[src/rtl/regfile_write_scheduler.sv]
// Single write-port owner for the register file: zero-fills every register after reset/Clear,
// then round-robin arbitrates two writeback requesters onto the port with a registered output.
module regfile_write_scheduler #(
   parameter int REG_SELECT_WIDTH   = 5,
   parameter int DATA_WIDTH         = 32,
   parameter int ZERO_REG_HARDWIRED = 1
) (
   input  logic                        Clk,
   input  logic                        Reset,
   input  logic                        Clear,
   input  logic                        Req0Valid,
   input  logic [REG_SELECT_WIDTH-1:0] Req0Select,
   input  logic [DATA_WIDTH-1:0]       Req0Data,
   output logic                        Req0Ready,
   input  logic                        Req1Valid,
   input  logic [REG_SELECT_WIDTH-1:0] Req1Select,
   input  logic [DATA_WIDTH-1:0]       Req1Data,
   output logic                        Req1Ready,
   output logic [DATA_WIDTH-1:0]       WriteData,
   output logic [REG_SELECT_WIDTH-1:0] WriteSelect,
   output logic                        WriteEnable,
   output logic                        InitBusy,
   output logic                        DebugStateArb
);

   // Handshake: a write is accepted in any cycle where ReqNValid && ReqNReady; Ready is only
   // raised for the requester actually granted, so at most one Ready is high per cycle.

   typedef enum logic {
      ST_INIT = 1'b0,
      ST_ARB  = 1'b1
   } state_t;

   localparam logic [REG_SELECT_WIDTH-1:0] LAST_SEL = '1;

   state_t                        state_q, state_d;
   logic [REG_SELECT_WIDTH-1:0]   cnt_q, cnt_d;
   logic                          ptr_q, ptr_d;
   logic                          we_q, we_d;
   logic [REG_SELECT_WIDTH-1:0]   wsel_q, wsel_d;
   logic [DATA_WIDTH-1:0]         wdata_q, wdata_d;
   logic                          busy_q, busy_d;

   logic                          arb_open;
   logic                          grant0;
   logic                          grant1;
   logic [REG_SELECT_WIDTH-1:0]   gsel;
   logic [DATA_WIDTH-1:0]         gdata;
   logic                          gsel_is_zero;

   // ptr_q == 0 favours requester 0 when both are valid.
   always_comb begin
      arb_open     = (state_q == ST_ARB) && !Clear && !Reset;
      grant0       = arb_open && Req0Valid && (!Req1Valid || !ptr_q);
      grant1       = arb_open && Req1Valid && !grant0;
      gsel         = grant1 ? Req1Select : Req0Select;
      gdata        = grant1 ? Req1Data   : Req0Data;
      gsel_is_zero = (gsel == '0);
   end

   assign Req0Ready = grant0;
   assign Req1Ready = grant1;

   always_comb begin
      state_d = state_q;
      cnt_d   = cnt_q;
      ptr_d   = ptr_q;
      we_d    = 1'b0;
      wsel_d  = wsel_q;
      wdata_d = wdata_q;
      busy_d  = busy_q;

      if (Clear) begin
         state_d = ST_INIT;
         cnt_d   = '0;
         busy_d  = 1'b1;
      end else begin
         case (state_q)
            ST_INIT: begin
               we_d    = 1'b1;
               wsel_d  = cnt_q;
               wdata_d = '0;
               if (cnt_q == LAST_SEL) begin
                  state_d = ST_ARB;
                  cnt_d   = '0;
                  busy_d  = 1'b0;
               end else begin
                  cnt_d = cnt_q + 1'b1;
               end
            end
            ST_ARB: begin
               if (grant0 || grant1) begin
                  wsel_d  = gsel;
                  wdata_d = gdata;
                  // Writes to a hardwired zero register are consumed but never reach the file.
                  we_d    = !((ZERO_REG_HARDWIRED != 0) && gsel_is_zero);
                  ptr_d   = grant0;
               end
            end
            default: begin
               state_d = ST_INIT;
               cnt_d   = '0;
               busy_d  = 1'b1;
            end
         endcase
      end
   end

   always_ff @(posedge Clk) begin
      if (Reset) begin
         state_q <= ST_INIT;
         cnt_q   <= '0;
         ptr_q   <= 1'b0;
         we_q    <= 1'b0;
         wsel_q  <= '0;
         wdata_q <= '0;
         busy_q  <= 1'b1;
      end else begin
         state_q <= state_d;
         cnt_q   <= cnt_d;
         ptr_q   <= ptr_d;
         we_q    <= we_d;
         wsel_q  <= wsel_d;
         wdata_q <= wdata_d;
         busy_q  <= busy_d;
      end
   end

   assign WriteEnable   = we_q;
   assign WriteSelect   = wsel_q;
   assign WriteData     = wdata_q;
   assign InitBusy      = busy_q;
   assign DebugStateArb = (state_q == ST_ARB);

endmodule

[config.mk]
export PLATFORM = sky130hd
export DESIGN_NAME = regfile_write_scheduler
export DESIGN_NICKNAME = d
export VERILOG_FILES = /design/src/rtl/regfile_write_scheduler.sv
export SDC_FILE = /design/constraint.sdc
export NUM_CORES = 1
export LEC_CHECK = 0
export BUFFER_PORTS_ARGS = -buffer_cell sky130_fd_sc_hd__clkbuf_2
export CAP_MARGIN = 30
export CORE_UTILIZATION = 47
export DETAILED_ROUTE_END_ITERATION = 6
export PLACE_DENSITY = 0.85
export SYNTH_ARGS = -nofsm -noshare
export SYNTH_HDL_FRONTEND = slang
export SYNTH_SLANG_ARGS = --single-unit
[constraint.sdc]
create_clock -name Clk -period 3.7 [get_ports Clk]
set_clock_uncertainty 0.15 [all_clocks]
set_input_delay 0.555 -clock Clk [delete_from_list [all_inputs] [get_ports Clk]]
set_output_delay 0.555 -clock Clk [all_outputs]
set_load 0.005 [all_outputs]
; ---- Word-level counts from Yosys, hierarchy flattened
; Cells that the tools add are included.
[totals]
input_bits = 79
out_inout_bits = 42
register_bits = 46
[op_classes]
bitwise_logic = 2
n_reduce_logical = 19
add_sub_neg = 1
muxes = 11
n_eq_ne = 2
[op_table]
columns = op, n
row1 = two-way mux 32 bit, 2
row2 = one-hot mux 32 bit (2 select lines), 1
row3 = two-way mux 5 bit, 3
row4 = one-hot mux 5 bit (2 select lines), 1
row5 = logical AND 1 bit, 6
row6 = logical NOT 1 bit, 6
row7 = "adder 5 x 1 -> 5 bit, second input constant", 1
row8 = "equality test 5 bit, second input constant", 1
row9 = logical NOT 5 bit, 1
row10 = AND reduction 2 bit, 2
row11 = two-way mux 1 bit, 3
row12 = AND reduction 3 bit, 1
row13 = logical OR 1 bit, 2
row14 = "inequality test 2 x 1 -> 1 bit, second input constant", 1
row15 = inverter 1 bit, 2
row16 = one-hot mux 1 bit (2 select lines), 1
row17 = OR reduction 2 bit, 1

; ---- Longest topological paths before layout
; Gate-level depths: netlist (run 1).
[depth]
depth_word = 12
ltp_mapped = 6
depth_no_buf = 6

; ---- Worst setup path before layout (run 1)
; No wires, ideal clock.
[synth_timing]
path_type = in2out
from = input port Req0Valid
to = output port Req1Ready
arrival_ns = 1.119
path_buffers = 1
stages = 4
path_slack_ns = 1.876
cell_sequence = nor2b_1 > nand4b_4 > buf_4 > inv_1
[synth_via]
elab_chain_len = 4
[synth_rtl]
columns = element, line_no
row1 = start: declaration, 11  ; input logic Req0Valid,
row2 = logical AND 1 bit (2 in series), 54  ; grant0 = arb_open && Req0Valid && (!Req1Valid || !ptr_q);
row3 = logical NOT 1 bit, 55  ; grant1 = arb_open && Req1Valid && !grant0;
row4 = logical AND 1 bit, 55
row5 = end: declaration, 18  ; output logic Req1Ready,
; Every way passes these cells.

; ---- Final worst setup path (run 1)
[layout_timing]
from = input port Reset
to = output port Req1Ready
[layout_via]
elab_chain_len = 6
word_cells_on_any_way = 7
cone_classes = reduce/logical: 7
[layout_rtl]
columns = element, line_no
row1 = start: declaration, 9  ; input logic Reset,
row2 = logical NOT 1 bit (*), 53  ; arb_open = (state_q == ST_ARB) && !Clear && !Reset;
row3 = logical AND 1 bit (*), 53
row4 = logical AND 1 bit (2 in series), 54
row5 = logical NOT 1 bit, 55
row6 = logical AND 1 bit (*), 55
; Mark *: on every way between the ends. The rest lies on a longest branch, timed or not.

==> flow_summary_export.csv, run 1 <==
group,metric,value,unit
logic_synthesis,netlist_top_cells_area,"dfxtp_1, mux2i_1, o2bb2ai_1",
placement,gp_congestion,0.815,
grt,grt_overflow_total,0,
clock_network,htree_levels,2,
logic_synthesis,ys_types,28,
setup_path,reg2reg_from,"ptr_q$_SDFFE_PP0P_",
timing,min_period,2.17,ns
clock_network,cts_tree,"yes",
timing,rsz0062_at_grt,"no",
clock_network,clk_path_buf_depth,2,
timing,hold_violations,0,
route,drc,0,
clock_network,cts-root-buf,"clkbuf_8",
logic_synthesis,synth_edf_count,0,
logic_synthesis,syn-cell-area,2070,um^2
die,core,4120,um^2
pwr,p_seq_share,52.9,%
layout,register_area,921,um^2
grt,antenna_found_initial,0,
pwr,p_leak,1.52,nW
layout,final_nets,388,
job,cap_violations,0,
pwr,swShare,21.3,%
setup_path,cp_max_fo,16,
logic_synthesis,ys_top_cells_by_count,"dfxtp_1, mux2i_1, o2bb2ai_1",
setup_path,crit_type,"primary input to primary output",
logic_synthesis,synth_cells,191,
pwr,ir_drop,0.186,mV
logic_synthesis,syn_area_per_cell,10.8,um^2
grt,grt_max_degree,38,
clock_network,clock_latency,0.29,ns
logic_synthesis,ys_warn_count,0,
setup_path,cp_slowest_cell,"nand4b_4",
layout,multi_input_area,1050,um^2
layout,final_layout_size_suffix_gt1_share,44.2,%
die,start_util,50.3,%
grt,grt_first_pass_wirelength,6.94,mm
clock_network,clk_pin_slew,0.08,ns
pwr,combinationalPowerShare,8.3,%
pwr,p_clk_share,38.8,%
clock_network,cts.sinks,46,
die,die_width,68.4,um
route,via_per_inst,5.23,
clock_network,cts_setup_buffers,0,
timing,drv_slew,0,
setup_path,worstPathCellList,"clkbuf_2, nor2_4, nand4b_4, inv_1, clkbuf_2",
die,die_y,68.4,um
route,antenna_left,0,
logic_synthesis,async_flop_share,0,%
hold_path,holdCritPathClass,"flop to flop",
timing,fin_ws,1.53,ns
timing,relSlewSlack,46.1,%
die,rows,23,
timing,max_freq,461,MHz
logic_synthesis,synth_most_common_cell,"dfxtp_1",
timing,finalCritPeriodShare,58.7,%
hold_path,hold_start,"InitBusy$_SDFFE_PP1P_",
timing,fin_setup_tns,0,ns
logic_synthesis,seq_area_frac_synth,44.4,%
die,ios,121,
clock_network,hold_buffers,0,
layout,area_delta_synth_final,34.7,%
route,first_iter_violations,89,
clock_network,ctsResizeCount,0,
placement,pre_cts_ws,1.42,ns
setup_path,crit_top_cell,"clkbuf_2",
pwr,total_power,943,uW
setup_path,cp.required,2.99,ns
pwr,p_per_area,338,nW/um^2
layout,nFillCells,325,
route,routed_wl,4.76,mm
grt,grt_use_total,19.9,%
logic_synthesis,ys_ff_latch,46,
clock_network,cts_buffers,5,
placement,io_buffers,120,
logic_synthesis,synth_top_area_share,44.4,%
placement,hpwl,3.74,mm
setup_path,slowest_delay,0.34,ns
grt,grt_pass1_vias,1632,
timing,setup_viol,0,
logic_synthesis,yosysTopAreaCell,"dfxtp_1",
route,first_pass_iters,4,
logic_synthesis,synthesis.nets,272,
logic_synthesis,synth_ff_type,"dfxtp_1",
status,outcome,"finished, final reports clean",
pwr,switching_power,201,uW
pwr,p_int,742,uW
die,die_area,4680,um^2
layout,antennaDiodeCount,0,
timing,tightest_slew,0.807,ns
setup_path,worstPathArrival,1.47,ns
setup_path,crit_path_start,"Reset",
setup_path,crit_path_end_kind,"primary output",
route,wl_per_cell,13.3,um
route,num_vias,1873,
setup_path,worstSetupStartpointType,"primary input",
## through the flow
step / instances / instance area (um^2) / hold WS (ns) / util [%]
floorplan: 191 / 2070 / 0.306 / -
detailed placement: 350 / 2680 / 0.297 / 65.0
global route: 358 / 2790 / 0.332 / 67.8
finish: 358 / 2790 / 0.316 / 67.8
CTS: 358 / 2790 / 0.320 / 67.8
global placement: 349 / 2660 / 0.294 / 64.7
## flip-flops by register name, indices dropped and copies added, names as in the netlist
| register | flops |
|---|---|
| WriteSelect | 5 |
| cnt_q | 5 |
| WriteData | 32 |
| WriteEnable | 1 |
| ptr_q | 1 |
| InitBusy | 1 |
| DebugStateArb | 1 |
## metal layers
layer | vias to the layer above | GRT usage [%] | routed length (um)
met5 | - | 0 | 0
met4 | 0 | 7.03 | 27
met3 | 2 | 4.33 | 286
met2 | 69 | 35.0 | 2350
li1 | 947 | - | -
met1 | 855 | 23.4 | 2090
## critical path: cells and delay by family
kind | cells | cell delay, ns
buffers and inverters | 3 | 0.40
and+or+nand+nor | 2 | 0.51
## final timing paths
kind / cells after the start / slack [ns] / to
setup reg to reg: 5 / 1.82 / WriteData[16]$_SDFFE_PP0P_
hold / removal: 2 / 0.32 / InitBusy$_SDFFE_PP1P_
setup / recovery: 5 / 1.53 / Req1Ready
hold reg to reg: 2 / 0.32 / InitBusy$_SDFFE_PP1P_
## cell families after synthesis
| kind of cell | Yosys count | synth area share (%) |
|---|---|---|
| adders and majority gates | 2 | 1.21 |
| DFF | 46 | 44.4 |
| and+or+nand+nor | 34 | 10.2 |
| AOI/OAI and AO/OA | 54 | 20.7 |
| buffers and inverters | 16 | 4.65 |
| muxes | 39 | 18.8 |
## final cells by class
type | count | share of cell area [%]
multi-input cells | 129 | 37.8
inverters | 2 | 0.269
well taps | 50 | 2.24
flip-flops and latches | 46 | 33.0
clock inverters | 3 | 1.61
clock buffers | 5 | 2.47
repair buffers | 123 | 22.6
## power groups by stage
stage	registers, mW	logic (mW)	clock network [mW]
2_1_floorplan	0.511	0.0302	0
3_3_place_gp	0.511	0.0770	0
3_5_place_dp	0.511	0.0787	0
4_1_cts	0.499	0.0790	0.376
5_1_grt	0.500	0.0866	0.400
6_report	0.499	0.0783	0.366
## cells in the final DEF, fill, tap and decap left out
| cell type | Yosys | layout |
|---|---|---|
| mux2i_1 | 39 | 39 |
| nor3_1 | 4 | 4 |
| buf_4 | 6 | 2 |
| or2_1 | 1 | 1 |
| bufinv_16 | 0 | 1 |
| nand4b_4 | 1 | 1 |
| inv_1 | 2 | 2 |
| o21ai_0 | 9 | 9 |
| o32ai_2 | 1 | 1 |
| a21oi_2 | 1 | 1 |
| dfxtp_1 | 46 | 46 |
| nor2b_1 | 2 | 2 |
| a21oi_1 | 4 | 4 |
| a22oi_1 | 1 | 1 |
| nor2_1 | 9 | 9 |
| clkinvlp_4 | 0 | 2 |
| nand4_1 | 1 | 1 |
| and3_1 | 2 | 2 |
| nor2_4 | 2 | 2 |
| ha_1 | 2 | 2 |
| nand2b_1 | 5 | 5 |
| clkbuf_8 | 0 | 5 |
| and4_1 | 1 | 1 |
| nand2_1 | 3 | 3 |
| a31oi_1 | 1 | 1 |
| or4_1 | 1 | 1 |
| nand3b_1 | 2 | 2 |
| buf_8 | 0 | 1 |
| clkbuf_2 | 0 | 120 |
| o2bb2ai_1 | 37 | 37 |
Power figures use the tool's default switching activity.
==> inputs of run 2 (changes only) <==
--- a/config.mk
+++ b/config.mk
@@ -7,9 +7,9 @@
 export LEC_CHECK = 0
 export BUFFER_PORTS_ARGS = -buffer_cell sky130_fd_sc_hd__clkbuf_2
 export CAP_MARGIN = 30
-export CORE_UTILIZATION = 47
+export CORE_UTILIZATION = 39
 export DETAILED_ROUTE_END_ITERATION = 6
-export PLACE_DENSITY = 0.85
+export PLACE_DENSITY = 0.76
 export SYNTH_ARGS = -nofsm -noshare
 export SYNTH_HDL_FRONTEND = slang
 export SYNTH_SLANG_ARGS = --single-unit
==> constraint.sdc (replaced) <==
create_clock -name Clk -period 1.9 [get_ports Clk]
set_clock_uncertainty 0.15 [all_clocks]
set_input_delay 0.285 -clock Clk [delete_from_list [all_inputs] [get_ports Clk]]
set_output_delay 0.285 -clock Clk [all_outputs]
set_load 0.005 [all_outputs]
==> flow_summary_export.csv, run 2 (synthesized netlist as in run 1, its figures left out) <==
group,metric,value,unit
status,outcome,"finished, final reports clean",
die,die_width,74.9,um
setup_path,worstSetupStartpointType,"flop",
timing,fin_setup_tns,0,ns
setup_path,cp.required,1.46,ns
layout,area_delta_synth_final,37.9,%
setup_path,worstPathArrival,1.31,ns
clock_network,cts.sinks,46,
grt,grt_pass1_vias,1603,
clock_network,clk_path_buf_depth,2,
layout,antennaDiodeCount,0,
route,wl_per_cell,12.3,um
timing,max_freq,572,MHz
layout,final_nets,392,
clock_network,clock_latency,0.29,ns
route,first_iter_violations,39,
die,die_y,74.9,um
timing,drv_slew,0,
hold_path,hold_start,"Req1Data[20]",
placement,hpwl,3.58,mm
die,start_util,40.6,%
timing,finalCritPeriodShare,92.0,%
layout,layout_commonest_cell,"clkbuf_2",
clock_network,clk_pin_slew,0.08,ns
clock_network,ctsResizeCount,0,
setup_path,crit_type,"flop to primary output",
clock_network,cts_setup_buffers,0,
timing,min_period,1.75,ns
setup_path,cp_max_fo,21,
die,rows,26,
clock_network,cts_tree,"yes",
timing,setup_viol,0,
grt,grt_first_pass_wirelength,6.89,mm
hold_path,hold_depth,3,
setup_path,r2r_slack,0.24,ns
timing,whs,0.105,ns
placement,gp_congestion,0.770,
die,ios,121,
hold_path,holdCritPathClass,"primary input to flop",
route,via_per_inst,5.03,
route,antenna_left,0,
layout,final_layout_size_suffix_gt1_share,44.9,%
clock_network,cts-root-buf,"clkbuf_8",
placement,io_buffers,120,
placement,placed_area,2750,um^2
timing,hold_violations,0,
grt,grt_use_total,16.2,%
hold_path,whs_endpoint,"WriteData[20]$_SDFFE_PP0P_",
pwr,p_leak,1.55,nW
pwr,ir_drop,0.308,mV
layout,design_area,2860,um^2
setup_path,worst-r2r-cell-count,6,
die,die_area,5610,um^2
clock_network,cts_buffers,5,
timing,tightest_slew,0.306,ns
die,core,5110,um^2
route,routed_wl,4.70,mm
grt,antenna_found_initial,0,
pwr,p_per_area,640,nW/um^2
setup_path,reg2reg_to,"cnt_q[3]$_SDFFE_PP0N_",
clock_network,hold_buffers,0,
timing,relSlewSlack,79.4,%
route,first_pass_iters,4,
layout,final_cell_mix,"clkbuf_2, dfxtp_1, mux2i_1",
route,num_vias,1921,
route,drc,0,
grt,grt_overflow_total,0,
setup_path,crit_path_end_kind,"primary output",
job,cap_violations,0,
timing,rsz0062_at_grt,"no",
clock_network,htree_levels,2,
layout,largest_reg_flops,32,
setup_path,reg2reg_from,"cnt_q[0]$_SDFFE_PP0N_",
grt,grt_max_degree,33,
[run 2: per-stage QoR]
stage	utilization (%)	total power [mW]	setup WS, ns	instances
2_1_floorplan	-	1.05	0.369	191
3_3_place_gp	53.8	1.15	0.224	374
3_5_place_dp	53.8	1.15	0.217	374
4_1_cts	56.0	1.85	0.134	382
5_1_grt	56.0	1.90	0.0461	382
6_report	56.0	1.83	0.152	382
[run 2: layout make-up]
cell class                      instances  area (um^2)
Sequential cell                        46          921
Fill cell                             471         2250
Multi-Input combinational cell        129         1050
Timing Repair Buffer                  127          678
Inverter                                2         7.51
Tap cell                               70         87.6
Clock buffer                            5         68.8
Clock inverter                          3         40.0
[run 2: worst max-delay path by stage]
stage / from / endpoint
floorplan: DebugStateArb$_SDFF_PP0_ / Req0Ready
global route: ptr_q$_SDFFE_PP0P_ / Req1Ready
CTS: ptr_q$_SDFFE_PP0P_ / Req1Ready
global placement: Reset / WriteEnable$_SDFF_PP0_
detailed placement: Req0Valid / WriteData[14]$_SDFFE_PP0P_
finish: ptr_q$_SDFFE_PP0P_ / Req1Ready
[run 2: critical path: stages, from the launching register on]
cell and delay [ns]:
dfxtp_1 0.33, nor2b_1 0.15, nand4b_4 0.18, buf_12 0.19, inv_1 0.05, clkbuf_2 0.10
[run 2: layer usage]
layer	vias to the layer above	wire, um	track usage [%]	share of wire, %
met2	69	2210	27.7	47
met4	0	52	5.03	1.1
met1	889	2150	19.7	46
li1	956	-	-	-
met3	7	282	4.55	6.0
met5	-	0	0	0
[run 2: report_power, final]
group	switching [mW]	total, mW	leakage [nW]	internal [mW]
sequential	0.00394	0.972	0.371	0.968
combinational	0.0678	0.157	1.12	0.0888
clock	0.314	0.701	0.0579	0.387
==> inputs of run 3 (changes only) <==
--- a/config.mk
+++ b/config.mk
@@ -7,9 +7,10 @@
 export LEC_CHECK = 0
 export BUFFER_PORTS_ARGS = -buffer_cell sky130_fd_sc_hd__clkbuf_2
 export CAP_MARGIN = 30
-export CORE_UTILIZATION = 39
+export CORE_UTILIZATION = 43
 export DETAILED_ROUTE_END_ITERATION = 6
-export PLACE_DENSITY = 0.76
+export GPL_ROUTABILITY_DRIVEN = 0
+export PLACE_DENSITY = 0.79
 export SYNTH_ARGS = -nofsm -noshare
 export SYNTH_HDL_FRONTEND = slang
 export SYNTH_SLANG_ARGS = --single-unit
==> constraint.sdc (replaced) <==
create_clock -name Clk -period 1.8 [get_ports Clk]
set_clock_uncertainty 0.15 [all_clocks]
set_input_delay 0.27 -clock Clk [delete_from_list [all_inputs] [get_ports Clk]]
set_output_delay 0.27 -clock Clk [all_outputs]
set_load 0.005 [all_outputs]
==> flow_summary_export.csv, run 3 (synthesized netlist as in run 1, its figures left out) <==
group,metric,value,unit
timing,min_period,1.70,ns
layout,nFillCells,390,
clock_network,hold_buffers,0,
timing,whs,0.0897,ns
pwr,ir_drop,0.454,mV
route,first_iter_violations,95,
route,routed_wl,4.89,mm
status,outcome,"finished, final reports clean",
layout,layout_commonest_cell,"clkbuf_2",
pwr,total_power,1.77,mW
timing,finalCritPeriodShare,94.4,%
timing,max_freq,589,MHz
timing,tightest_slew,0.322,ns
die,core,4500,um^2
layout,final_layout_size_suffix_gt1_share,44.9,%
layout,final_cell_mix,"clkbuf_2, dfxtp_1, mux2i_1",
setup_path,cp_max_fo,12,
clock_network,clock_latency,0.29,ns
setup_path,crit_path_start,"ptr_q$_SDFFE_PP0P_",
layout,post-route-util,62.9,%
setup_path,worstSetupStartpointType,"flop",
grt,antenna_found_initial,0,
placement,io_buffers,120,
clock_network,cts_buffers,5,
hold_path,holdCritPathClass,"primary input to flop",
layout,antennaDiodeCount,0,
layout,final_nets,395,
layout,area_delta_synth_final,36.7,%
die,die_y,71.4,um
route,drc,0,
clock_network,cts_tree,"yes",
die,ios,121,
clock_network,cts-root-buf,"clkbuf_8",
timing,fin_setup_tns,0,ns
timing,hold_violations,0,
die,rows,24,
pwr,p_per_area,623,nW/um^2
clock_network,clk_path_buf_depth,2,
hold_path,hold_start,"Req1Data[8]",
route,wl_per_cell,13.4,um
route,via_per_inst,5.27,
setup_path,crit_path_end_kind,"primary output",
route,antenna_left,0,
timing,rsz0062_at_grt,"no",
grt,grt_pass1_vias,1799,
placement,hpwl,3.74,mm
clock_network,htree_levels,2,
route,num_vias,1929,
setup_path,reg2reg_from,"cnt_q[1]$_SDFFE_PP0N_",
hold_path,hold_depth,3,
grt,grt_max_degree,25,
setup_path,cp.required,1.38,ns
grt,grt_use_total,19.8,%
setup_path,worst-r2r-cell-count,6,
placement,pre_cts_ws,0.174,ns
timing,drv_slew,0,
clock_network,clk_pin_slew,0.08,ns
grt,grt_first_pass_wirelength,7.89,mm
timing,setup_viol,0,
setup_path,worstPathArrival,1.28,ns
clock_network,cts.sinks,46,
timing,relSlewSlack,78.6,%
die,die_area,5100,um^2
die,die_width,71.4,um
timing,fin_ws,0.101,ns
die,start_util,46.0,%
setup_path,crit_type,"flop to primary output",
job,cap_violations,0,
pwr,p_leak,1.55,nW
grt,grt_overflow_total,0,
layout,largest_reg_flops,32,
route,first_pass_iters,4,
-- run 3: timing repair --
item / 4_1_cts / 5_1_grt
buffers inserted: 0 / 0
setup endpoints to repair: 0 / 1
gates resized for setup: 0 / 1
-- run 3: routing by layer --
metal  vias up  track usage (%)  part of all wire, %
li1        961                -                    -
met1       866             23.6                   43
met2        94             34.2                   47
met3         8             5.34                  8.0
met4         0             7.11                  1.6
met5         -                0                    0
-- run 3: report_power, final --
group	internal, mW	switching (mW)	leakage (nW)
registers	1.02	0.00320	0.372
logic	0.0950	0.0715	1.14
clock network	0.267	0.306	0.0383
total	1.38	0.381	1.55
-- run 3: critical path: stages, from the launching register on --
cell,delay (ns)
dfxtp_2,0.33
nor2b_1,0.14
nand4b_4,0.19
buf_12,0.16
inv_1,0.05
clkbuf_2,0.10
-- run 3: worst paths after layout --
check	end	slack, ns
max	Req1Ready	0.10
min	WriteData[8]$_SDFFE_PP0P_	0.09
max reg2reg	cnt_q[3]$_SDFFE_PP0N_	0.16
min reg2reg	WriteData[31]$_SDFFE_PP0P_	0.31
-- run 3: through the flow --
stage | instance area [um^2] | cells
detailed placement | 2730 | 358
global route | 2830 | 366
floorplan | 2070 | 191
finish | 2830 | 366
CTS | 2810 | 365
global placement | 2730 | 358
-- run 3: area by class of cell --
type	count	area [um^2]	area share [%]
clock buffer	7	76.3	2.70
inverter	2	7.51	0.265
multi-input combinational	129	1050	37.3
sequential	46	922	32.6
tap	52	65.1	2.30
timing repair buffer	130	706	24.9
